### src/rtl/uart_pkg.sv
// Shared types and constants for the buffered UART transmitter.
// Also provides the helper that builds a frame from a byte.
package uart_pkg;

    typedef enum logic {
        IDLE,
        TRANSMIT
    } tx_state_t;

    localparam int FRAME_BITS       = 10;
    localparam int DEFAULT_BAUD_DIV = 2604;

    // Stop bit in the MSB and start bit in the LSB, so shifting right serialises LSB first.
    function automatic logic [FRAME_BITS-1:0] build_frame(input logic [7:0] data);
        return {1'b1, data, 1'b0};
    endfunction

endpackage

### src/rtl/uart_tx_buf_if.sv
// Write-side handshake and serial outputs of the buffered UART transmitter.
// The master side (producer) writes bytes, and the slave side is the transmitter.
interface uart_tx_buf_if;

    logic       wr_en;
    logic [7:0] wr_data;
    logic       full;
    logic       TX;
    logic       busy;
    logic       tx_done;

    modport master (
        output wr_en,
        output wr_data,
        input  full,
        input  TX,
        input  busy,
        input  tx_done
    );

    modport slave (
        input  wr_en,
        input  wr_data,
        output full,
        output TX,
        output busy,
        output tx_done
    );

endinterface

### src/rtl/uart_fifo.sv
// Synchronous FIFO with extra-MSB pointers. Reads are first-word fall-through,
// so dout shows the head entry whenever the FIFO is not empty.
module uart_fifo #(
    parameter int WIDTH = 8,
    parameter int DEPTH = 4
) (
    input  logic             clk,
    input  logic             rst_n,
    input  logic             wr_en,
    input  logic             rd_en,
    input  logic [WIDTH-1:0] din,
    output logic [WIDTH-1:0] dout,
    output logic             full,
    output logic             empty
);

    localparam int AW = $clog2(DEPTH);

    logic [AW:0]      wr_ptr;
    logic [AW:0]      rd_ptr;
    logic [WIDTH-1:0] mem [DEPTH];
    logic             wr_ok;
    logic             rd_ok;

    // Full is evaluated from the current pointers, so a write that coincides with a pop on a full FIFO is dropped.
    assign wr_ok = wr_en && !full;
    assign rd_ok = rd_en && !empty;

    assign empty = (wr_ptr == rd_ptr);
    assign full  = (wr_ptr[AW-1:0] == rd_ptr[AW-1:0]) && (wr_ptr[AW] != rd_ptr[AW]);
    assign dout  = mem[rd_ptr[AW-1:0]];

    always_ff @(posedge clk or negedge rst_n) begin
        if (!rst_n) begin
            wr_ptr <= '0;
            rd_ptr <= '0;
        end else begin
            if (wr_ok) begin
                wr_ptr <= wr_ptr + 1'b1;
            end
            if (rd_ok) begin
                rd_ptr <= rd_ptr + 1'b1;
            end
        end
    end

    always_ff @(posedge clk) begin
        if (wr_ok) begin
            mem[wr_ptr[AW-1:0]] <= din;
        end
    end

endmodule

### src/rtl/uart_tx_buf.sv
// Buffered 8N1 UART transmitter: a small byte FIFO feeding a two-state framing FSM.
// TX comes from a dedicated flop, so it lags the shift register by one clock.
module uart_tx_buf
    import uart_pkg::*;
#(
    parameter int BAUD_DIV   = DEFAULT_BAUD_DIV,
    parameter int FIFO_DEPTH = 4
) (
    input  logic          clk,
    input  logic          rst_n,
    uart_tx_buf_if.slave  bus
);

    localparam int             CW          = $clog2(BAUD_DIV + 1);
    localparam logic [CW-1:0]  BAUD_RELOAD = CW'(BAUD_DIV - 1);
    localparam logic [3:0]     LAST_BIT    = 4'(FRAME_BITS - 1);

    tx_state_t             state;
    logic [FRAME_BITS-1:0] shift_reg;
    logic [CW-1:0]         baud_cnt;
    logic [3:0]            bit_cnt;
    logic                  tx_reg;
    logic                  tx_done_reg;
    logic                  pop;
    logic [7:0]            fifo_dout;
    logic                  fifo_full;
    logic                  fifo_empty;

    assign pop = (state == IDLE) && !fifo_empty;

    uart_fifo #(
        .WIDTH (8),
        .DEPTH (FIFO_DEPTH)
    ) u_fifo (
        .clk   (clk),
        .rst_n (rst_n),
        .wr_en (bus.wr_en),
        .rd_en (pop),
        .din   (bus.wr_data),
        .dout  (fifo_dout),
        .full  (fifo_full),
        .empty (fifo_empty)
    );

    // The single IDLE cycle spent popping is the one idle-high clock between back-to-back frames.
    always_ff @(posedge clk or negedge rst_n) begin
        if (!rst_n) begin
            state       <= IDLE;
            tx_reg      <= 1'b1;
            tx_done_reg <= 1'b0;
            shift_reg   <= '1;
            baud_cnt    <= '0;
            bit_cnt     <= '0;
        end else begin
            tx_done_reg <= 1'b0;
            case (state)
                IDLE: begin
                    tx_reg <= 1'b1;
                    if (!fifo_empty) begin
                        shift_reg <= build_frame(fifo_dout);
                        baud_cnt  <= BAUD_RELOAD;
                        bit_cnt   <= '0;
                        state     <= TRANSMIT;
                    end
                end
                TRANSMIT: begin
                    tx_reg <= shift_reg[0];
                    if (baud_cnt == '0) begin
                        shift_reg <= {1'b1, shift_reg[FRAME_BITS-1:1]};
                        baud_cnt  <= BAUD_RELOAD;
                        bit_cnt   <= bit_cnt + 4'd1;
                        if (bit_cnt == LAST_BIT) begin
                            tx_done_reg <= 1'b1;
                            state       <= IDLE;
                        end
                    end else begin
                        baud_cnt <= baud_cnt - 1'b1;
                    end
                end
                default: state <= IDLE;
            endcase
        end
    end

    assign bus.TX      = tx_reg;
    assign bus.tx_done = tx_done_reg;
    assign bus.full    = fifo_full;
    assign bus.busy    = (state == TRANSMIT) || !fifo_empty;

endmodule

### src/flat_wrapper.sv
// flat-port wrapper written by rule: the top's interface ports become plain ports
module uart_tx_buf_flat import uart_pkg::*;
#(
    parameter int BAUD_DIV   = DEFAULT_BAUD_DIV,
    parameter int FIFO_DEPTH = 4
)
  (clk, rst_n, bus_wr_en, bus_wr_data, bus_full, bus_TX, bus_busy, bus_tx_done);
  uart_tx_buf_if bus_i ();
  input  logic clk;
  input  logic rst_n;
  input wire logic [$bits(bus_i.wr_en)-1:0] bus_wr_en;
  input wire logic [$bits(bus_i.wr_data)-1:0] bus_wr_data;
  output wire logic [$bits(bus_i.full)-1:0] bus_full;
  output wire logic [$bits(bus_i.TX)-1:0] bus_TX;
  output wire logic [$bits(bus_i.busy)-1:0] bus_busy;
  output wire logic [$bits(bus_i.tx_done)-1:0] bus_tx_done;
  assign bus_i.wr_en = bus_wr_en;
  assign bus_i.wr_data = bus_wr_data;
  assign bus_full = bus_i.full;
  assign bus_TX = bus_i.TX;
  assign bus_busy = bus_i.busy;
  assign bus_tx_done = bus_i.tx_done;
  uart_tx_buf #(.BAUD_DIV(BAUD_DIV), .FIFO_DEPTH(FIFO_DEPTH)) u_core (.clk(clk), .rst_n(rst_n), .bus(bus_i));
endmodule
### config.mk
export PLATFORM = sky130hd
export DESIGN_NAME = uart_tx_buf_flat
export DESIGN_NICKNAME = d
export VERILOG_FILES = /design/src/rtl/uart_pkg.sv /design/src/rtl/uart_tx_buf_if.sv /design/src/rtl/uart_fifo.sv /design/src/rtl/uart_tx_buf.sv /design/src/flat_wrapper.sv
export SDC_FILE = /design/constraint.sdc
export NUM_CORES = 1
export LEC_CHECK = 0
export ABC_AREA = 1
export CORE_MARGIN = 3
export CORE_UTILIZATION = 43
export CTS_BUF_LIST = sky130_fd_sc_hd__clkbuf_8
export DETAILED_ROUTE_END_ITERATION = 7
export REMOVE_ABC_BUFFERS = 1
export SLEW_MARGIN = 40
export SYNTH_ARGS = -nofsm -noshare
export SYNTH_HDL_FRONTEND = slang
export SYNTH_HIERARCHICAL = 1
export SYNTH_SLANG_ARGS = --single-unit
### constraint.sdc
create_clock -name clk -period 1.9 [get_ports clk]
set_input_delay 0.38 -clock clk [delete_from_list [all_inputs] [get_ports clk]]
set_output_delay 0.38 -clock clk [all_outputs]
set_load 0.005 [all_outputs]
* After elaboration in Yosys (flattened, before gate mapping) *
Memory sizes are Yosys's and may differ from the RTL's.
Index checks and enable logic that the tools add are counted.

word-level totals
  output and inout port bits = 4
  memories kept = 1
  flip-flop bits (word level) = 35
  RAM bits = 32
  bits in read-only memories = 0
  bits in latches = 0
  input bits = 11
  logic and storage cells = 48

memory list
  memory             depth  width  read ports  clocked after Yosys merged registers in  write ports  RTL line         source
  u_core.u_fifo.mem  4      8      1           0                                        1            uart_fifo.sv:21  logic [WIDTH-1:0] mem [DEPTH];

operators by class
  bitwise gates (word level) = 1
  multiplexer cells = 19
  div/mod/pow operators = 0
  equal/unequal tests = 6
  $add $sub $neg = 4
  order comparisons = 0
  shift-type cells = 0
  reductions and logical operators = 9
  multipliers = 0

operators with widths
  kind                   count
  $mux 12                2
  $pmux 12 s2            1
  $mux 10                2
  $pmux 10 s2            1
  $logic_not 12->1       1
  $sub 12x1->12 const B  1
  $mux 1                 8
  $mux 4                 2
  $pmux 4 s2             1
  $add 3x1->3 const B    2
  $add 4x1->4 const B    1
  $eq 4x4->1 const B     1
  $logic_and 1x1->1      4
  $ne 2x2->1 const B     2
  $pmux 1 s2             2
  $eq 3x3->1             1
  $eq 2x2->1             1
  $logic_not 1->1        2
  $reduce_and 2->1       1
  $logic_or 1x1->1       1
  $ne 1x1->1             1
  $not 1->1              1

* Depth between registers and ports, before layout *
Gate-level depths: netlist of run 1.

  word-level depth = 6
  depth in mapped cells = 12

* Modules after synthesis *
Netlist of run 1, hierarchy kept.

by module, submodules not included
  module       times used  sequential area each (um^2)  cells an instance  area an instance (um^2)
  uart_fifo    1           1,111.1                      140                1,659.1
  uart_tx_buf  1           713.2                        185                1,552.7

* Least setup slack after synthesis of run 1 *
Ideal clock, no wire load.

  path type = register -> register
  from = register u_core.u_fifo.rd_ptr[0]
  to = register u_core.bit_cnt[3]
  cell stages (with the launch flop) = 11
  setup time = 0.118 ns
  required time = 1.782 ns
  arrival = 1.629 ns
  slack = 0.153 ns
  cell sequence = dfrtp_1 > buf_6 > nand2_1 > nand2_4 > nand3_4 > inv_1 > nor2_1 > bufinv_8 > nand2_4 > buf_12 > o21ai_2

on the way
  longest elaborated chain between the ends = 3

RTL lines
  item                               RTL line           source
  start: declaration                 uart_fifo.sv:20    logic [AW:0] rd_ptr;
  start signal: assignment           uart_fifo.sv:42    rd_ptr <= rd_ptr + 1'b1;
  $eq 3x3->1                         uart_fifo.sv:29    assign empty = (wr_ptr == rd_ptr);
  net u_core.fifo_empty              uart_tx_buf.sv:27  logic fifo_empty;
  $ne 2x2->1 (no source line)        -
  $reduce_and 2->1 (no source line)  -
  end signal: assignment             uart_tx_buf.sv:71  bit_cnt <= bit_cnt + 4'd1;
  end: declaration                   uart_tx_buf.sv:21  logic [3:0] bit_cnt;

The timed path passes the listed nets, and every way through them passes these cells.
A chain may end at the register's enable or synchronous reset.

* Worst setup path in the final report of run 1 *
  from = register u_core.u_fifo.wr_ptr[2]
  to = output port bus_busy

on the way
  longest elaborated chain between the ends = 3

RTL lines
  item                      RTL line            source
  start: declaration        uart_fifo.sv:19     logic [AW:0] wr_ptr;
  start signal: assignment  uart_fifo.sv:39     wr_ptr <= wr_ptr + 1'b1;
  $eq 3x3->1                uart_fifo.sv:29
  net u_core.fifo_empty     uart_tx_buf.sv:27
  $logic_not 1->1           uart_tx_buf.sv:88   assign bus.busy = (state == TRANSMIT) || !fifo_empty;
  $logic_or 1x1->1          uart_tx_buf.sv:88
  end: declaration          flat_wrapper.sv:15  output wire logic [$bits(bus_i.busy)-1:0] bus_busy;

The timed path passes the listed nets, and every way through them passes these cells.

==> results.json, run 1 <==
{
  "power_mw": 4.51,
  "cts_inserted_buffers": 9,
  "port_buffers": 14,
  "synth_mux_area_share_pct": 0,
  "drtIter0Drc": 68,
  "dieArea_sq_mm": 0.00854,
  "async_flop_share_pct": 51.5,
  "hold_viol": 0,
  "clockBufferDepth": 2,
  "worstSetupPathType": "flop to output pin",
  "cts_sinks": 66,
  "ir_drop_mv": 0.618,
  "drc": 0,
  "max_freq_mhz": 573,
  "outcome": "finished clean",
  "start_kind": "flop",
  "syn-instance-count": 325,
  "routed_via_density": 4.86,
  "cts_max_level": 3,
  "arrival_ns": 1.37,
  "worst_slew_pin_slew_ns": 0.429,
  "hold_path.class": "primary input to async pin",
  "p_per_area_mw_per_mm2": 1200,
  "yosys_register_bits": 66,
  "root_buffer": "clkbuf_8",
  "timing.slew.headroom_pct": 71.4,
  "largest_reg_flops": 32,
  "period_minus_slack_ns": 1.75,
  "fin_crit_sh_pct": 91.8,
  "setup_viol": 0,
  "syn_area_sq_mm": 0.00321,
  "worstPathRequired_ns": 1.52,
  "gp_congestion": 0.761,
  "yosysWarningCount": 6,
  "ios": 15,
  "totalNegativeSetupSlack_ns": 0,
  "rsz0062_at_grt": "no",
  "hpwl_microns": 3930,
  "initial_core_util_pct": 45.8,
  "synthAdderAreaFrac_pct": 3.51,
  "first_global_vias": 2106,
  "worstSetupEndpointType": "output pin",
  "synthSimpleGateAreaFrac_pct": 24.0,
  "antenna_found_initial": 0,
  "slew_viol_final": 0,
  "drive_gt1_share_pct": 24.1,
  "design.core.area_sq_mm": 0.00702,
  "wl_microns": 5850,
  "path_max_fanout": 3,
  "area_growth_syn_to_layout_pct": 17.2,
  "overflow": 0,
  "gr-usage-all-layers_pct": 14.7,
  "yosysSeqAreaShare_pct": 56.8,
  "wire_per_inst_microns": 12.6,
  "die_w_microns": 92.4,
  "drtPass1Iterations": 4,
  "ys_types": 32,
  "clk-insertion-delay-late_ns": 0.33,
  "grt_max_degree": 35,
  "synth_edf_count": 32,
  "fin_nets": 384,
  "p_leak_nw": 1.66,
  "hold_ws_ns": 0.449,
  "clkTransAtPathRegs_ns": 0.08,
  "fin_area_sq_mm": 0.00376,
  "die_h_microns": 92.4,
  "antenna_cells": 0,
  "synth-xor-area-share_pct": 2.18,
  "rows": 30,
  "synth_top_family_by_area": "simple AND/OR/NAND/NOR gates",
  "synth-compound-area-share_pct": 6.97,
  "skew_ns": 0.00717,
  "synthFlopType": "edfxtp_1",
  "place_area_sq_mm": 0.00352,
  "ant_nets": 0,
  "final_core_util_pct": 53.6,
  "grt_pass1_wl_microns": 9800,
  "cts_tree": "done",
  "num_vias": 2262,
  "maxCapViolations": 0,
  "syn_avg_cell_area_sq_um": 9.88
}
[final cells by class]
| type | instances | area [sq um] |
|---|---|---|
| fill | 659 | 3260 |
| sequential | 66 | 1830 |
| multi-input combinational | 219 | 1180 |
| timing repair buffer | 35 | 293 |
| inverter | 33 | 144 |
| clock buffer | 9 | 124 |
| tap | 96 | 120 |
| clock inverter | 7 | 76.3 |
[final timing paths]
check                                        start  slack (ns)  cells after the start                   to
max                        u_core/u_fifo/wr_ptr[2]        0.15                      7             bus_busy
min                                          rst_n        0.45                      2    u_core/bit_cnt[1]
max reg2reg                u_core/u_fifo/wr_ptr[2]        0.21                     10   u_core/baud_cnt[9]
min reg2reg                    u_core/shift_reg[0]        0.48                      2        u_core/bus.TX
max in group asynchronous                    rst_n        1.12                      2  u_core/shift_reg[8]
min in group clk               u_core/shift_reg[0]        0.48                      2        u_core/bus.TX
[layer usage]
layer	vias to the layer above	share of wire, %	wire [microns]	track usage (%)
met5	-	0	0	0
met4	0	0.74	43	5.32
met3	4	4.4	255	4.47
met2	44	47	2760	24.0
met1	1072	48	2790	18.4
li1	1142	-	-	-
[synth_stat cells (2+ instances only)]
| cell type | number | share of area [%] |
|---|---|---|
| nand2_4 | 3 | 1.1 |
| xor2_1 | 7 | 1.9 |
| dfstp_2 | 10 | 8.2 |
| o21ai_2 | 5 | 1.4 |
| buf_4 | 2 | 0.47 |
| nand3_1 | 24 | 3.7 |
| buf_2 | 2 | 0.31 |
| ha_1 | 9 | 3.5 |
| nand2_1 | 85 | 9.9 |
| o21ai_0 | 22 | 3.4 |
| nor2_4 | 2 | 0.70 |
| nand3_4 | 3 | 1.6 |
| buf_6 | 2 | 0.70 |
| inv_1 | 27 | 3.2 |
| o22ai_1 | 8 | 1.6 |
| inv_2 | 3 | 0.35 |
| nor2_1 | 29 | 3.4 |
| edfxtp_1 | 32 | 30 |
| nor2_2 | 4 | 0.78 |
| dfrtp_1 | 24 | 19 |
| nand2_2 | 11 | 2.1 |
[through the flow]
step,instances,setup WS (ns)
after CTS,465,0.0374
after global placement,444,0.0844
after detailed placement,444,0.0345
final,465,0.155
after global routing,465,0.0237
after floorplan,318,-0.0742
[power by group]
group          internal (mW)  switching (mW)
Sequential              1.87           0.213
Combinational          0.516           0.736
Clock                  0.617           0.566
Total                   3.00            1.52
[repair_timing]
action,4_1_cts,5_1_grt
setup buffers,5,0
setup endpoints to repair,2,2
resized for setup,9,3
pin swaps,1,1
hold buffers,0,0
[cell usage in the layout, fill, tap and decap left out, types with 5 or more instances in the layout]
master and n:
inv_1 23, nor2_1 29, nand2_1 83, o22ai_1 8
buf_4 21, dfrtp_1 23, edfxtp_1 32, o21ai_2 5
dfstp_2 10, ha_1 9, nand3_1 24, clkdlybuf4s50_1 12
xor2_1 7, nand2_2 13, clkbuf_8 9, o21ai_0 22
inv_2 7
[logic make-up (layout without fill, tap and decap cells)]
family	count (synthesis)	count (layout)
and+or+nand+nor	164	164
DFF	66	66
buffers and inverters	40	84
AOI/OAI and AO/OA	38	38
adders and majority gates	9	9
xor gates and xnor gates	8	8
[worst max-delay path: stages, from the launching register on]
cell and delay (ns):
dfrtp_1 0.40, buf_4 0.14, nand2_1 0.05, nand2_1 0.08, nand3_4 0.09, inv_2 0.04
nand2_2 0.10, clkbuf_2 0.13
Note: power is estimated with default switching activity, not from simulation.
==> run 2, diff against run 1 <==
Settings changed: ABC_AREA 1 to default, SYNTH_HIERARCHICAL 1 to default.
==> results.json, run 2 <==
{
  "cp_num_buf_inv": 3,
  "cts-hold-fix-buffers": 0,
  "async_flop_share_pct": 51.5,
  "synth_area_leaders": "edfxtp_1, dfrtp_1, dfstp_2, mux4_2, ha_1",
  "drive_gt1_share_pct": 31.7,
  "worst_slack_ns": 0.0551,
  "path_max_fanout": 2,
  "antenna_found_initial": 0,
  "layout_common_cells": "edfxtp_1, buf_4, nand2_1",
  "outcome": "finished clean",
  "fin_area_sq_mm": 0.00368,
  "worst_slew_pin_slew_ns": 0.572,
  "cts_tree": "done",
  "yosysSeqAreaShare_pct": 61.3,
  "gr-usage-all-layers_pct": 15.1,
  "slowest_stage": "dfrtp_2",
  "yosysWarningCount": 0,
  "p_int_mw": 3.12,
  "yosys_register_bits": 66,
  "die_w_microns": 89.2,
  "design.core.area_sq_mm": 0.00653,
  "place_area_sq_mm": 0.00337,
  "totalNegativeSetupSlack_ns": 0,
  "fillers": 522,
  "initial_core_util_pct": 45.6,
  "syn_area_sq_mm": 0.00298,
  "synth_edf_count": 32,
  "cp_top_family": "flip-flops",
  "synthFlopType": "edfxtp_1",
  "period_minus_slack_ns": 1.84,
  "ir_drop_mv": 0.739,
  "hold_path.class": "primary input to async pin",
  "cpPeakStageDelay_ns": 0.43,
  "slew_viol_final": 0,
  "grt_max_degree": 35,
  "post-place-ws_ns": 0.0194,
  "layout_commonest_cell": "edfxtp_1",
  "seqPwrFrac_pct": 46.8,
  "setup_viol": 0,
  "grt_pass1_wl_microns": 8830,
  "place_inst": 323,
  "ios": 15,
  "first_global_vias": 1822,
  "cts_inserted_buffers": 9,
  "cts_max_level": 3,
  "gp_congestion": 0.744,
  "fin_crit_sh_pct": 97.1,
  "synthMostInstantiatedCell": "edfxtp_1",
  "max_freq_mhz": 542,
  "drtPass1Iterations": 6,
  "worstPathRequired_ns": 1.52,
  "drc": 0,
  "p_leak_nw": 1.48,
  "synth_top_cell_area_share_pct": 32.3,
  "multiInputGateArea_sq_mm": 0.00111,
  "power.switching_mw": 1.38,
  "start_kind": "flop",
  "path_cells": "xnor2_2, buf_4, and4_1, inv_1, clkbuf_2",
  "ys_types": 44,
  "clkPwrFrac_pct": 27.3,
  "root_buffer": "clkbuf_8",
  "largest_reg_flops": 32,
  "die_h_microns": 89.2,
  "overflow": 0,
  "hold_ws_ns": 0.439,
  "switching_share_pct": 30.7,
  "final_cells": 348,
  "antenna_cells": 0,
  "clk-insertion-delay-late_ns": 0.34,
  "cts_sinks": 66,
  "hold_viol": 0,
  "synthTopCellsByCount": "edfxtp_1, nand2_1, dfrtp_1, a31oi_1, dfstp_2",
  "rows": 29,
  "wire_per_inst_microns": 14.6,
  "syn_avg_cell_area_sq_um": 13.7,
  "skew_ns": 0.00427,
  "ant_nets": 0,
  "p_per_area_mw_per_mm2": 1220,
  "clkTransAtPathRegs_ns": 0.08,
  "arrival_ns": 1.46,
  "routed_via_density": 5.22,
  "syn-instance-count": 218,
  "fin_nets": 286,
  "wl_microns": 5080,
  "final-seq-area_sq_mm": 0.00183,
  "dieArea_sq_mm": 0.00796,
  "timing.slew.headroom_pct": 61.7,
  "maxCapViolations": 0,
  "num_vias": 1818,
  "drtIter0Drc": 64,
  "rsz0062_at_grt": "yes",
  "area_growth_syn_to_layout_pct": 23.6,
  "hpwl_microns": 3380,
  "port_buffers": 14,
  "worstSetupEndpointType": "output pin",
  "clockBufferDepth": 2,
  "combPwrFrac_pct": 25.9,
  "synth_area_leader_cell": "edfxtp_1",
  "worstSetupPathType": "flop to output pin"
}
==> run 2: cell count changes after synthesis, moves of 5 or more <==
cell     before  now
mux4_2        0    8
a31oi_1       0   12
o22ai_1       8    0
inv_1        27    8
nand3_1      24    2
a21oi_1       1    8
nand2_2      11    0
o21ai_0      22    8
nand2_1      85   25
nor2_1       29    9
o21ai_2       5    0
==> run 2: cells by family after synthesis <==
family                   after synthesis  share of synthesized area (%)
AND/OR/NAND/NOR                       65                           11.9
multiplexers                          17                           9.83
XOR/XNOR                               8                           2.35
adder cells (fa/ha/maj)                9                           3.78
buffers and inverters                 17                           2.90
flip-flops                            66                           61.3
AO/OA/AOI/OAI                         36                           7.94
==> run 2: path summary, 6_finish.rpt <==
| kind | startpoint | cells after the start | slack (ns) | to |
|---|---|---|---|---|
| setup / recovery | u_core.u_fifo.wr_ptr[1] | 5 | 0.06 | bus_busy |
| hold / removal | rst_n | 2 | 0.44 | u_core.baud_cnt[4] |
| setup reg to reg | u_core.u_fifo.wr_ptr[1] | 7 | 0.10 | u_core.u_fifo.rd_ptr[1] |
| hold reg to reg | u_core.shift_reg[0] | 1 | 0.50 | u_core.bus.TX |
| max in group asynchronous | rst_n | 2 | 1.12 | u_core.shift_reg[4] |
| min in group clk | u_core.shift_reg[0] | 1 | 0.50 | u_core.bus.TX |
==> run 2: layout make-up <==
cell class,count,share of cell area [%]
timing repair buffer,45,10.9
inverter,9,0.918
clock buffer,9,3.37
multi-input combinational,135,30.3
sequential,66,49.6
clock inverter,7,2.31
tap,77,2.62
==> run 2: worst reg2reg max path, stage by stage (launching register included) <==
cell     delay (ns)
dfrtp_2        0.43
xnor2_2        0.15
buf_4          0.14
buf_4          0.13
buf_4          0.13
a31oi_4        0.19
buf_4          0.19
mux2_2         0.33
==> run 2: repair_timing <==
item / CTS / global route
gates cloned: 0 / 0
endpoints found under the setup margin: 2 / 19
gates resized for setup: 7 / 8
pin swaps: 2 / 4
setup buffers: 7 / 2
==> run 2: through the flow <==
step	utilization (%)	total power, mW
floorplan	-	2.67
global placement	51.5	3.10
detailed placement	51.6	3.12
CTS	55.9	4.49
global route	56.4	4.79
finish	56.4	4.50
==> run 2: per-layer routing <==
layer / vias up / track usage (%) / share of wire (%)
met5: - / 0 / 0
met1: 865 / 19.6 / 47
li1: 912 / - / -
met3: 9 / 5.07 / 4.0
met2: 32 / 22.8 / 47
met4: 0 / 6.90 / 1.7
==> run 2: power by group through the flow <==
stage | logic (mW) | clock network, mW | registers, mW
floorplan | 0.589 | 0 | 2.08
global placement | 0.989 | 0 | 2.11
detailed placement | 1.01 | 0 | 2.11
CTS | 1.15 | 1.26 | 2.08
global route | 1.30 | 1.34 | 2.15
finish | 1.17 | 1.23 | 2.11
==> run 3, diff against run 2 <==
Settings changed: CORE_UTILIZATION 43 to 56, PLACE_DENSITY from default to 0.78.
==> results.json, run 3 (synthesis gave the netlist of run 2 again) <==
{
  "ant_nets": 0,
  "worst_slew_pin_slew_ns": 0.496,
  "wire_per_inst_microns": 17.0,
  "post-place-ws_ns": 0.0145,
  "maxCapViolations": 0,
  "drtIter0Drc": 154,
  "outcome": "finished clean",
  "arrival_ns": 1.46,
  "drive_gt1_share_pct": 32.4,
  "r2r_end": "u_core.u_fifo.rd_ptr[1]",
  "totalNegativeSetupSlack_ns": 0,
  "slew_viol_final": 0,
  "hpwl_microns": 3470,
  "gp_congestion": 0.805,
  "largest_reg_flops": 32,
  "final-seq-area_sq_mm": 0.00182,
  "root_buffer": "clkbuf_8",
  "cts_sinks": 66,
  "wl_microns": 5750,
  "final_cells": 339,
  "ff2ff_path_depth": 7,
  "cts_inserted_buffers": 9,
  "max_freq_mhz": 542,
  "die_w_microns": 78.9,
  "p_leak_nw": 1.48,
  "overflow": 0,
  "worstSetupPathType": "flop to output pin",
  "worst_slack_ns": 0.0553,
  "cts-hold-fix-buffers": 0,
  "die_h_microns": 78.9,
  "p_per_area_mw_per_mm2": 1240,
  "port_buffers": 14,
  "clockBufferDepth": 2,
  "design.core.area_sq_mm": 0.00494,
  "num_vias": 1955,
  "cts_max_level": 3,
  "dieArea_sq_mm": 0.00623,
  "r2r-start": "u_core.u_fifo.rd_ptr[1]",
  "fin_crit_sh_pct": 97.1,
  "grt_pass1_wl_microns": 9180,
  "multiInputGateArea_sq_mm": 0.00114,
  "final_core_util_pct": 75.0,
  "hold_viol": 0,
  "rsz0062_at_grt": "yes",
  "skew_ns": 0.0119,
  "timing.slew.headroom_pct": 66.7,
  "initial_core_util_pct": 60.3,
  "path_max_fanout": 3,
  "routed_via_density": 5.77,
  "ir_drop_mv": 1.04,
  "worstPathRequired_ns": 1.52,
  "first_global_vias": 1918,
  "layout_common_cells": "edfxtp_1, buf_4, nand2_1",
  "start_kind": "flop",
  "hold_ws_ns": 0.433,
  "area_growth_syn_to_layout_pct": 24.5,
  "antenna_cells": 0,
  "gr-usage-all-layers_pct": 19.7,
  "setup_viol": 0,
  "rrSetupSlack_ns": 0.06,
  "antenna_found_initial": 0,
  "place_inst": 312,
  "drtPass1Iterations": 4,
  "fillers": 336,
  "drc": 0,
  "fin_nets": 287,
  "clkTransAtPathRegs_ns": 0.08,
  "layout_commonest_cell": "edfxtp_1",
  "period_minus_slack_ns": 1.84,
  "rows": 25,
  "hold_path.class": "primary input to async pin",
  "cts_tree": "done",
  "cp-startpoint": "u_core.u_fifo.wr_ptr[1]",
  "grt_max_degree": 35,
  "clk-insertion-delay-late_ns": 0.35,
  "ios": 15,
  "worstSetupEndpointType": "output pin"
}
run 3: cell types whose count changed in the layout (fill, tap and decap cells not counted), sizes merged:
cell | previous run | this run
clkinv | 3 | 2
nor2 | 10 | 11
clkbuf | 11 | 10
clkinvlp | 0 | 1
dlygate4sd2 | 0 | 1
run 3: where the power goes:
group,internal (mW),switching [mW],total (mW)
combinational,0.685,0.561,1.25
sequential,1.84,0.289,2.13
clock,0.626,0.601,1.23
run 3: metal layers:
metal / global-route usage (%) / wire (microns)
met1: 24.0 / 2390
met2: 33.1 / 3030
met3: 3.85 / 199
met4: 10.8 / 136
met5: 0 / 0
run 3: area by class of cell:
cell class              instances  area share (%)
well taps                      67            2.26
repair buffers                 45            11.3
clock inverters                 7            2.19
multi-input cells             136            30.8
inverters                       9           0.911
clock buffers                   9            3.34
flip-flops and latches         66            49.2
run 3: worst max path at each step:
stage / endpoint / slack, ns / depth (start not counted)
6_report: bus_busy / 0.06 / 5
5_1_grt: bus_full / -0.04 / 4
4_1_cts: bus_busy / -0.02 / 5
3_5_place_dp: u_core.u_fifo.mem[3][1] / 0.01 / 5
3_3_place_gp: u_core.u_fifo.mem[3][1] / 0.02 / 5
2_1_floorplan: u_core.u_fifo.mem[3][0] / -0.08 / 3
run 3: critical path, cell delays in order (launching register included):
cell and delay, ns:
dfrtp_1 0.41, xnor2_2 0.19, buf_4 0.15, and4_1 0.22, inv_1 0.06, clkbuf_2 0.10
run 3: stage by stage:
step / area [sq um] / total power [mW]
after CTS: 3630 / 4.47
after floorplan: 2930 / 2.67
after global placement: 3360 / 3.09
after detailed placement: 3360 / 3.13
after global routing: 3710 / 4.84
final: 3710 / 4.60
run 3: repair_timing:
action / 4_1_cts / 5_1_grt
pin swaps: 3 / 7
cloned: 0 / 1
resized for setup: 6 / 12
setup buffers: 6 / 4
setup endpoints to repair: 3 / 15
